## src/rtl/kiwi_pkg.sv

```systemverilog
// rtl/kiwi_pkg.sv - shared constants and types for the kiwi core slice
//
// Contents:
//   SCOREBOARD_SIZE_WIDTH : scoreboard id / producer tag width
//   KIWI_XLEN             : default operand and pc width
//   FC_JAL/FC_JALR/FC_BR  : branch unit func codes
//   operand_slot_t        : one source operand {rdy, tag, value}
package kiwi_pkg;

  localparam int SCOREBOARD_SIZE_WIDTH = 4;
  localparam int KIWI_XLEN             = 64;

  localparam logic [3:0] FC_JAL  = 4'b0111;
  localparam logic [3:0] FC_JALR = 4'b0101;
  localparam logic [3:0] FC_BR   = 4'b0100;

  typedef struct packed {
    logic                             rdy;
    logic [SCOREBOARD_SIZE_WIDTH-1:0] tag;
    logic [KIWI_XLEN-1:0]             value;
  } operand_slot_t;

endpackage

```

## src/rtl/biq_operand_slot.sv

```systemverilog
// rtl/biq_operand_slot.sv - one source operand of an issue queue entry
//
// Holds {rdy, tag, value} for one operand, loads it at dispatch and
// captures the writeback broadcast when the producer tag matches.
// Ports:
//   clk, rst_n          : clock, asynchronous active-low reset
//   clear_i             : entry is squashed or issued; slot returns to empty
//   load_i              : entry is written by a dispatch this cycle
//   load_rdy_i/tag/value: dispatched operand state
//   entry_valid_i       : owning entry currently holds an op
//   wb_valid_i/sid/value: writeback broadcast
//   rdy_o, value_o      : current operand state
module biq_operand_slot #(
  parameter int SID_W = 4,
  parameter int XLEN  = 64
) (
  input  logic             clk,
  input  logic             rst_n,
  input  logic             clear_i,
  input  logic             load_i,
  input  logic             load_rdy_i,
  input  logic [SID_W-1:0] load_tag_i,
  input  logic [XLEN-1:0]  load_value_i,
  input  logic             entry_valid_i,
  input  logic             wb_valid_i,
  input  logic [SID_W-1:0] wb_sid_i,
  input  logic [XLEN-1:0]  wb_value_i,
  output logic             rdy_o,
  output logic [XLEN-1:0]  value_o
);

  logic             rdy_q;
  logic [SID_W-1:0] tag_q;
  logic [XLEN-1:0]  value_q;
  logic             load_hit;
  logic             wake_hit;

  // A broadcast in the dispatch cycle would otherwise be missed, since the
  // stored tag is not yet visible to the wakeup compare.
  assign load_hit = wb_valid_i & (wb_sid_i == load_tag_i);
  assign wake_hit = entry_valid_i & ~rdy_q & wb_valid_i & (wb_sid_i == tag_q);

  always_ff @(posedge clk or negedge rst_n) begin
    if (!rst_n) begin
      rdy_q   <= 1'b0;
      tag_q   <= '0;
      value_q <= '0;
    end else if (clear_i) begin
      rdy_q   <= 1'b0;
      tag_q   <= '0;
      value_q <= '0;
    end else if (load_i) begin
      tag_q <= load_tag_i;
      if (load_rdy_i) begin
        rdy_q   <= 1'b1;
        value_q <= load_value_i;
      end else if (load_hit) begin
        rdy_q   <= 1'b1;
        value_q <= wb_value_i;
      end else begin
        rdy_q   <= 1'b0;
        value_q <= '0;
      end
    end else if (wake_hit) begin
      rdy_q   <= 1'b1;
      value_q <= wb_value_i;
    end
  end

  assign rdy_o   = rdy_q;
  assign value_o = value_q;

endmodule

```

## src/rtl/branch_issue_queue.sv

```systemverilog
// rtl/branch_issue_queue.sv - in-order issue queue in front of the branch unit
//
// Buffers dispatched branch/jump ops in a circular buffer, wakes operands
// from the writeback broadcast and issues the head op once both operands
// are ready. flush_i / branch_redirect_i squash every queued op.
// Optional macro BIQ_BYPASS_EN: an op dispatched into an empty queue with
// both operands ready issues in the same cycle straight from disp_*.
// Ports:
//   clk, rst_n                 : clock, asynchronous active-low reset
//   flush_i, branch_redirect_i : squash all entries
//   disp_*                     : dispatch request / op fields, disp_ready_o
//   wb_valid_i/sid/value       : writeback broadcast
//   branch_valid_o, branch_*, rs1/rs2_value_o, func_code_o : issued op
module branch_issue_queue
  import kiwi_pkg::*;
#(
  parameter int DEPTH = 4,
  parameter int SID_W = SCOREBOARD_SIZE_WIDTH,
  parameter int XLEN  = 64
) (
  input  logic             clk,
  input  logic             rst_n,
  input  logic             flush_i,
  input  logic             branch_redirect_i,
  input  logic             disp_valid_i,
  output logic             disp_ready_o,
  input  logic [XLEN-1:0]  disp_pc_i,
  input  logic [31:0]      disp_inst_i,
  input  logic [SID_W-1:0] disp_sid_i,
  input  logic [3:0]       disp_func_code_i,
  input  logic             disp_rs1_rdy_i,
  input  logic [SID_W-1:0] disp_rs1_tag_i,
  input  logic [XLEN-1:0]  disp_rs1_value_i,
  input  logic             disp_rs2_rdy_i,
  input  logic [SID_W-1:0] disp_rs2_tag_i,
  input  logic [XLEN-1:0]  disp_rs2_value_i,
  input  logic             wb_valid_i,
  input  logic [SID_W-1:0] wb_sid_i,
  input  logic [XLEN-1:0]  wb_value_i,
  output logic             branch_valid_o,
  output logic [XLEN-1:0]  branch_pc_o,
  output logic [31:0]      branch_inst_o,
  output logic [SID_W-1:0] branch_sid_o,
  output logic [XLEN-1:0]  rs1_value_o,
  output logic [XLEN-1:0]  rs2_value_o,
  output logic [3:0]       func_code_o
);

  localparam int             PTR_W      = $clog2(DEPTH);
  localparam logic [PTR_W:0] FULL_COUNT = (PTR_W+1)'(DEPTH);

  logic [PTR_W-1:0] head_q;
  logic [PTR_W-1:0] tail_q;
  logic [PTR_W:0]   count_q;

  logic [DEPTH-1:0] valid_q;
  logic [XLEN-1:0]  pc_q   [DEPTH];
  logic [31:0]      inst_q [DEPTH];
  logic [SID_W-1:0] sid_q  [DEPTH];
  logic [3:0]       func_q [DEPTH];
  logic [DEPTH-1:0] rs1_rdy;
  logic [DEPTH-1:0] rs2_rdy;
  logic [XLEN-1:0]  rs1_val [DEPTH];
  logic [XLEN-1:0]  rs2_val [DEPTH];

  logic squash;
  logic disp_fire;
  logic push;
  logic head_issue;
  logic bypass;

  assign squash       = flush_i | branch_redirect_i;
  assign disp_ready_o = (count_q != FULL_COUNT);
  assign disp_fire    = disp_valid_i & disp_ready_o & ~squash;
  // Everything queued is younger than the resolving branch, so a squash
  // also blocks the head from issuing.
  assign head_issue   = valid_q[head_q] & rs1_rdy[head_q] & rs2_rdy[head_q] & ~squash;

`ifdef BIQ_BYPASS_EN
  logic            byp_rs1_rdy;
  logic            byp_rs2_rdy;
  logic [XLEN-1:0] byp_rs1_value;
  logic [XLEN-1:0] byp_rs2_value;

  assign byp_rs1_rdy   = disp_rs1_rdy_i | (wb_valid_i & (wb_sid_i == disp_rs1_tag_i));
  assign byp_rs2_rdy   = disp_rs2_rdy_i | (wb_valid_i & (wb_sid_i == disp_rs2_tag_i));
  assign byp_rs1_value = disp_rs1_rdy_i ? disp_rs1_value_i : wb_value_i;
  assign byp_rs2_value = disp_rs2_rdy_i ? disp_rs2_value_i : wb_value_i;
  // Empty queue means nothing older can be waiting, so order is preserved.
  assign bypass        = disp_fire & (count_q == '0) & byp_rs1_rdy & byp_rs2_rdy;
`else
  assign bypass = 1'b0;
`endif

  assign push = disp_fire & ~bypass;

  // Pointers and occupancy
  always_ff @(posedge clk or negedge rst_n) begin
    if (!rst_n) begin
      head_q  <= '0;
      tail_q  <= '0;
      count_q <= '0;
    end else if (squash) begin
      head_q  <= '0;
      tail_q  <= '0;
      count_q <= '0;
    end else begin
      if (head_issue) head_q <= head_q + PTR_W'(1);
      if (push)       tail_q <= tail_q + PTR_W'(1);
      case ({push, head_issue})
        2'b10:   count_q <= count_q + (PTR_W+1)'(1);
        2'b01:   count_q <= count_q - (PTR_W+1)'(1);
        default: count_q <= count_q;
      endcase
    end
  end

  // Entry payload. Issued and squashed entries are zeroed so an empty queue
  // presents zeros on the data outputs.
  always_ff @(posedge clk or negedge rst_n) begin
    if (!rst_n) begin
      for (int i = 0; i < DEPTH; i++) begin
        valid_q[i] <= 1'b0;
        pc_q[i]    <= '0;
        inst_q[i]  <= '0;
        sid_q[i]   <= '0;
        func_q[i]  <= '0;
      end
    end else if (squash) begin
      for (int i = 0; i < DEPTH; i++) begin
        valid_q[i] <= 1'b0;
        pc_q[i]    <= '0;
        inst_q[i]  <= '0;
        sid_q[i]   <= '0;
        func_q[i]  <= '0;
      end
    end else begin
      if (head_issue) begin
        valid_q[head_q] <= 1'b0;
        pc_q[head_q]    <= '0;
        inst_q[head_q]  <= '0;
        sid_q[head_q]   <= '0;
        func_q[head_q]  <= '0;
      end
      // Head and tail only coincide while the queue is empty (no issue) or
      // full (no push), so these two writes never target the same entry.
      if (push) begin
        valid_q[tail_q] <= 1'b1;
        pc_q[tail_q]    <= disp_pc_i;
        inst_q[tail_q]  <= disp_inst_i;
        sid_q[tail_q]   <= disp_sid_i;
        func_q[tail_q]  <= disp_func_code_i;
      end
    end
  end

  for (genvar i = 0; i < DEPTH; i++) begin : g_entry
    logic entry_clear;
    logic entry_load;

    assign entry_clear = squash | (head_issue & (head_q == PTR_W'(i)));
    assign entry_load  = push & (tail_q == PTR_W'(i));

    biq_operand_slot #(
      .SID_W (SID_W),
      .XLEN  (XLEN)
    ) u_rs1 (
      .clk           (clk),
      .rst_n         (rst_n),
      .clear_i       (entry_clear),
      .load_i        (entry_load),
      .load_rdy_i    (disp_rs1_rdy_i),
      .load_tag_i    (disp_rs1_tag_i),
      .load_value_i  (disp_rs1_value_i),
      .entry_valid_i (valid_q[i]),
      .wb_valid_i    (wb_valid_i),
      .wb_sid_i      (wb_sid_i),
      .wb_value_i    (wb_value_i),
      .rdy_o         (rs1_rdy[i]),
      .value_o       (rs1_val[i])
    );

    biq_operand_slot #(
      .SID_W (SID_W),
      .XLEN  (XLEN)
    ) u_rs2 (
      .clk           (clk),
      .rst_n         (rst_n),
      .clear_i       (entry_clear),
      .load_i        (entry_load),
      .load_rdy_i    (disp_rs2_rdy_i),
      .load_tag_i    (disp_rs2_tag_i),
      .load_value_i  (disp_rs2_value_i),
      .entry_valid_i (valid_q[i]),
      .wb_valid_i    (wb_valid_i),
      .wb_sid_i      (wb_sid_i),
      .wb_value_i    (wb_value_i),
      .rdy_o         (rs2_rdy[i]),
      .value_o       (rs2_val[i])
    );
  end

  // Issue outputs are combinational; the branch unit registers them.
  always_comb begin
    branch_valid_o = head_issue | bypass;
    branch_pc_o    = pc_q[head_q];
    branch_inst_o  = inst_q[head_q];
    branch_sid_o   = sid_q[head_q];
    func_code_o    = func_q[head_q];
    rs1_value_o    = rs1_val[head_q];
    rs2_value_o    = rs2_val[head_q];
`ifdef BIQ_BYPASS_EN
    if (bypass) begin
      branch_pc_o   = disp_pc_i;
      branch_inst_o = disp_inst_i;
      branch_sid_o  = disp_sid_i;
      func_code_o   = disp_func_code_i;
      rs1_value_o   = byp_rs1_value;
      rs2_value_o   = byp_rs2_value;
    end
`endif
  end

endmodule

```

## config.mk

```make
export PLATFORM = sky130hd
export DESIGN_NAME = branch_issue_queue
export DESIGN_NICKNAME = d
export VERILOG_FILES = /design/src/rtl/kiwi_pkg.sv /design/src/rtl/biq_operand_slot.sv /design/src/rtl/branch_issue_queue.sv
export SDC_FILE = /design/constraint.sdc
export NUM_CORES = 2
export LEC_CHECK = 0
export CORE_MARGIN = 2
export CORE_UTILIZATION = 35
export DETAILED_ROUTE_END_ITERATION = 16
export SYNTH_ARGS = -nofsm -noshare
export SYNTH_HDL_FRONTEND = slang
export SYNTH_HIERARCHICAL = 1
export SYNTH_SLANG_ARGS = --single-unit
```

## constraint.sdc

```tcl
create_clock -name clk -period 4 [get_ports clk]
set_input_delay 1.2 -clock clk [delete_from_list [all_inputs] [get_ports clk]]
set_output_delay 1.2 -clock clk [all_outputs]
set_load 0.02 [all_outputs]
```

==> metrics.md <==
| Metric | Value |
|---|---|
| Flops & latches, synth | `979` |
| Area contributors post-synth | `sky130_fd_sc_hd__dfrtp_1 (42%), sky130_fd_sc_hd__mux2_4 (10%), sky130_fd_sc_hd__mux2_2 (9.5%)` |
| Leak Pwr | `0.0322 µW` |
| Growth of design area from synthesis to finish | `21.9%` |
| Core area | `165000 µm²` |
| Arrival time at the worst endpoint | `2.70 ns` |
| Fmax achieved | `257 MHz` |
| Fin Setup TNS | `0 ns` |
| Most frequently used cell type in the post-synthesis netlist | `sky130_fd_sc_hd__dfrtp_1` |
| Power Density | `348 nW/µm²` |
| Post-Route Skew | `0.0529 ns` |
| Fraction of final layout cells with drive strength greater than 1 | `31.5%` |
| Cell area after synthesis | `58000 µm²` |
| Clock period minus final worst setup slack | `3.90 ns` |
| Initial cell density of the core | `35.2%` |
| Floorplan row count | `149` |
| Cells after synthesis | `4421` |
| Post-place instance area | `66700 µm²` |
| Dominant synthesized flop cell | `sky130_fd_sc_hd__dfrtp_1` |
| Status | `complete, no violations` |
| Post-route core utilization | `42.9%` |
| Crit path kind | `reg2out` |
| Die height | `411 µm` |
| Maximum fanout along the worst path | `16` |
| Filler instances | `15200` |
| Initial antenna violation count | `51` |
| Clock tree sinks | `979` |
| Maximum number of buffers from clock root to sink | `3` |
| Total wirelength of the detailed-routed design | `212000 µm` |
| Routed len/inst | `29.8 µm` |
| Post-Synthesis Net Count | `4746` |
| Part of the Yosys area used for sequential elements | `42.3%` |
| Number of H-tree branching levels | `3` |
| Area leader, netlist | `sky130_fd_sc_hd__dfrtp_1` |
| Clk slew on worst S/H paths | `0.06 ns` |
| Max-slew headroom at the worst pin | `41.8%` |
| Number of distinct library cells after synthesis | `44` |
| TritonCTS clock tree | `built` |
| Setup crit start kind | `flop` |
| Ports | `550` |
| Leading post-synthesis cells by instance count | `sky130_fd_sc_hd__dfrtp_1 (979), sky130_fd_sc_hd__and4b_1 (504), sky130_fd_sc_hd__mux2_2 (488), sky130_fd_sc_hd__nand2_1 (425), sky130_fd_sc_hd__mux2_4 (392)` |
| Worst hold-check path type | `in2async` |
| Post-route standard cell area excluding fillers | `70700 µm²` |
| Final hold violations | `0` |
| Worst skew pair latency | `0.75 ns` |
| Worst-margin pin slew | `0.873 ns` |
| Synthesized area per cell | `13.1 µm²` |
| Number of buffers added by the clock tree synthesis step | `115` |
| Global placement routability congestion | `0.790` |
| Number of design-rule violations left by the first detailed-router iteration | `3546` |
| Critical Path Sink Type | `output port` |
| HPWL after detailed placement | `128000 µm` |
| R2R Path Start | `head_q[1]$_DFFE_PN0P_` |
| Async S/R FF share, synth | `100%` |
| Root buffer cell | `sky130_fd_sc_hd__clkbuf_16` |
| Total Die Area | `169000 µm²` |
| Die X-Extent | `411 µm` |
| RSZ-0062 raised after global routing | `false` |
| IR Drop Worst-Case VDD | `0.376 mV` |
| Share of the synthesized area in the top cell type | `42.3%` |
| Antenna Violating Nets Remaining | `0` |
| Via total after detailed routing | `42000` |
| Final count of negative-setup-slack endpoints | `0` |
| Final period utilization | `97.4%` |
| Number of maximum-capacitance constraint violations | `0` |
| First-pass GRT wire length | `312000 µm` |
| Largest net degree at the start of global routing | `137` |
| Vias in the first global route | `43700` |
| Input/output buffers | `549` |
| TritonRoute pass-1 iters | `6` |
| Number of synthesized flops with an enable pin | `0` |
| Post-DR vias/cell | `5.91` |
| Number of warnings issued by yosys | `6` |
| Beginning of the critical path | `head_q[1]$_DFFE_PN0P_` |
| Total Routing Usage GR | `24.6%` |
| Residual overflow from global routing | `0` |
| Number of pins with negative max-slew slack in the final report | `0` |
| Required time worst endpoint | `2.80 ns` |
| Final net count | `5149` |
| Remaining DRCs | `0` |
what timing repair did:
item	in CTS	in global routing
setup buffers	15	1
cloned	2	1
hold buffers	0	0
pin swaps	1	0
hold endpoints to repair	0	0
endpoints found under the setup margin	232	13
gates resized for setup	201	9
stage by stage:
stage	total power, µW	setup WS (ns)	hold WS (ns)	cells
5_1_grt	25500	0.00920	0.435	7111
3_5_place_dp	14000	0.0900	0.470	6878
4_1_cts	24900	0.00136	0.432	7105
2_1_floorplan	12300	0.608	0.452	4421
3_3_place_gp	13900	0.0924	0.463	6878
6_report	24600	0.103	0.436	7117
power breakdown:
group	leakage [µW]	internal, µW	switching, µW
registers	0.0134	10300	205
clock network	0.00190	6340	4550
logic	0.0170	1560	1720
metal layers:
| metal | up-vias | wire length, µm | track usage (%) |
|---|---|---|---|
| met5 | - | 392 | 0 |
| met4 | 58 | 5700 | 6.62 |
| met3 | 360 | 17400 | 6.41 |
| met2 | 1645 | 98200 | 39.0 |
| met1 | 22200 | 90200 | 33.3 |
| li1 | 17800 | - | - |
layout make-up:
class | instances | area (µm²) | area share, %
multi-input combinational | 2939 | 31100 | 44.1
sequential | 979 | 24500 | 34.7
timing repair buffer | 757 | 8260 | 11.7
clock buffer | 176 | 3430 | 4.85
tap | 2189 | 2740 | 3.88
clock inverter | 35 | 442 | 0.625
inverter | 32 | 130 | 0.184
antenna | 10 | 25.0 | 0.0354
cell usage in the layout (no fill, tap or decap), types with 10 or more instances in the layout:
cell / n
sky130_fd_sc_hd__dfrtp_1: 977
sky130_fd_sc_hd__and4b_1: 504
sky130_fd_sc_hd__mux2_2: 488
sky130_fd_sc_hd__nand2_1: 425
sky130_fd_sc_hd__mux2_4: 392
sky130_fd_sc_hd__o2bb2ai_1: 367
sky130_fd_sc_hd__clkdlybuf4s50_1: 343
sky130_fd_sc_hd__mux4_2: 232
sky130_fd_sc_hd__dlygate4sd2_1: 194
sky130_fd_sc_hd__mux2_1: 136
sky130_fd_sc_hd__clkbuf_16: 118
sky130_fd_sc_hd__buf_12: 105
sky130_fd_sc_hd__buf_4: 97
sky130_fd_sc_hd__a21oi_1: 59
sky130_fd_sc_hd__xor2_1: 56
sky130_fd_sc_hd__mux2i_1: 52
sky130_fd_sc_hd__o211ai_1: 49
sky130_fd_sc_hd__nor2_1: 44
sky130_fd_sc_hd__clkbuf_1: 31
sky130_fd_sc_hd__inv_1: 28
sky130_fd_sc_hd__clkbuf_8: 28
sky130_fd_sc_hd__nor3_1: 24
sky130_fd_sc_hd__clkinv_2: 18
sky130_fd_sc_hd__and3_1: 13
sky130_fd_sc_hd__o21ai_4: 12
sky130_fd_sc_hd__xnor2_1: 11
sky130_fd_sc_hd__diode_2: 10
final timing paths:
| check | depth (start not counted) | slack, ns | to |
|---|---|---|---|
| worst min register to register | 1 | 0.48 | g_entry[3].u_rs1/value_o[60]$_DFFE_PN0P_ |
| worst min-delay path | 1 | 0.44 | g_entry[2].u_rs1/value_o[8]$_DFFE_PN0P_ |
| worst max register to register | 9 | 0.54 | g_entry[2].u_rs2/value_o[43]$_DFFE_PN0P_ |
| worst max-delay path | 4 | 0.10 | rs2_value_o[62] |
| max in group asynchronous | 2 | 2.42 | pc_q[170]$_DFF_PN0_ |
| min in group clk | 1 | 0.48 | g_entry[3].u_rs1/value_o[60]$_DFFE_PN0P_ |
flip-flops by register name, indices dropped and copies added (netlist names), 3 cells and up:
name                   flops
func_q                    16
g_entry.u_rs1/tag_q       16
g_entry.u_rs2/tag_q       16
valid_q                    4
g_entry.u_rs1/rdy_o        4
count_q                    3
g_entry.u_rs2/value_o    256
pc_q                     256
sid_q                     16
g_entry.u_rs2/rdy_o        4
inst_q                   128
g_entry.u_rs1/value_o    256
kinds of logic after synthesis:
kind of cell | synth area share (%)
AOI/OAI and AO/OA | 7.32
muxes | 32.2
buffers and inverters | 4.36
xor gates and xnor gates | 1.01
DFF | 42.3
and+or+nand+nor | 12.7
adders and majority gates | 0.207
critical path, stage by stage, from the launching register on:
cell and delay [ns]:
sky130_fd_sc_hd__dfrtp_4 0.45, sky130_fd_sc_hd__buf_12 0.16, sky130_fd_sc_hd__buf_4 0.32, sky130_fd_sc_hd__mux4_2 0.39, sky130_fd_sc_hd__clkdlybuf4s50_1 0.64
Power figures use the tool's default switching activity.
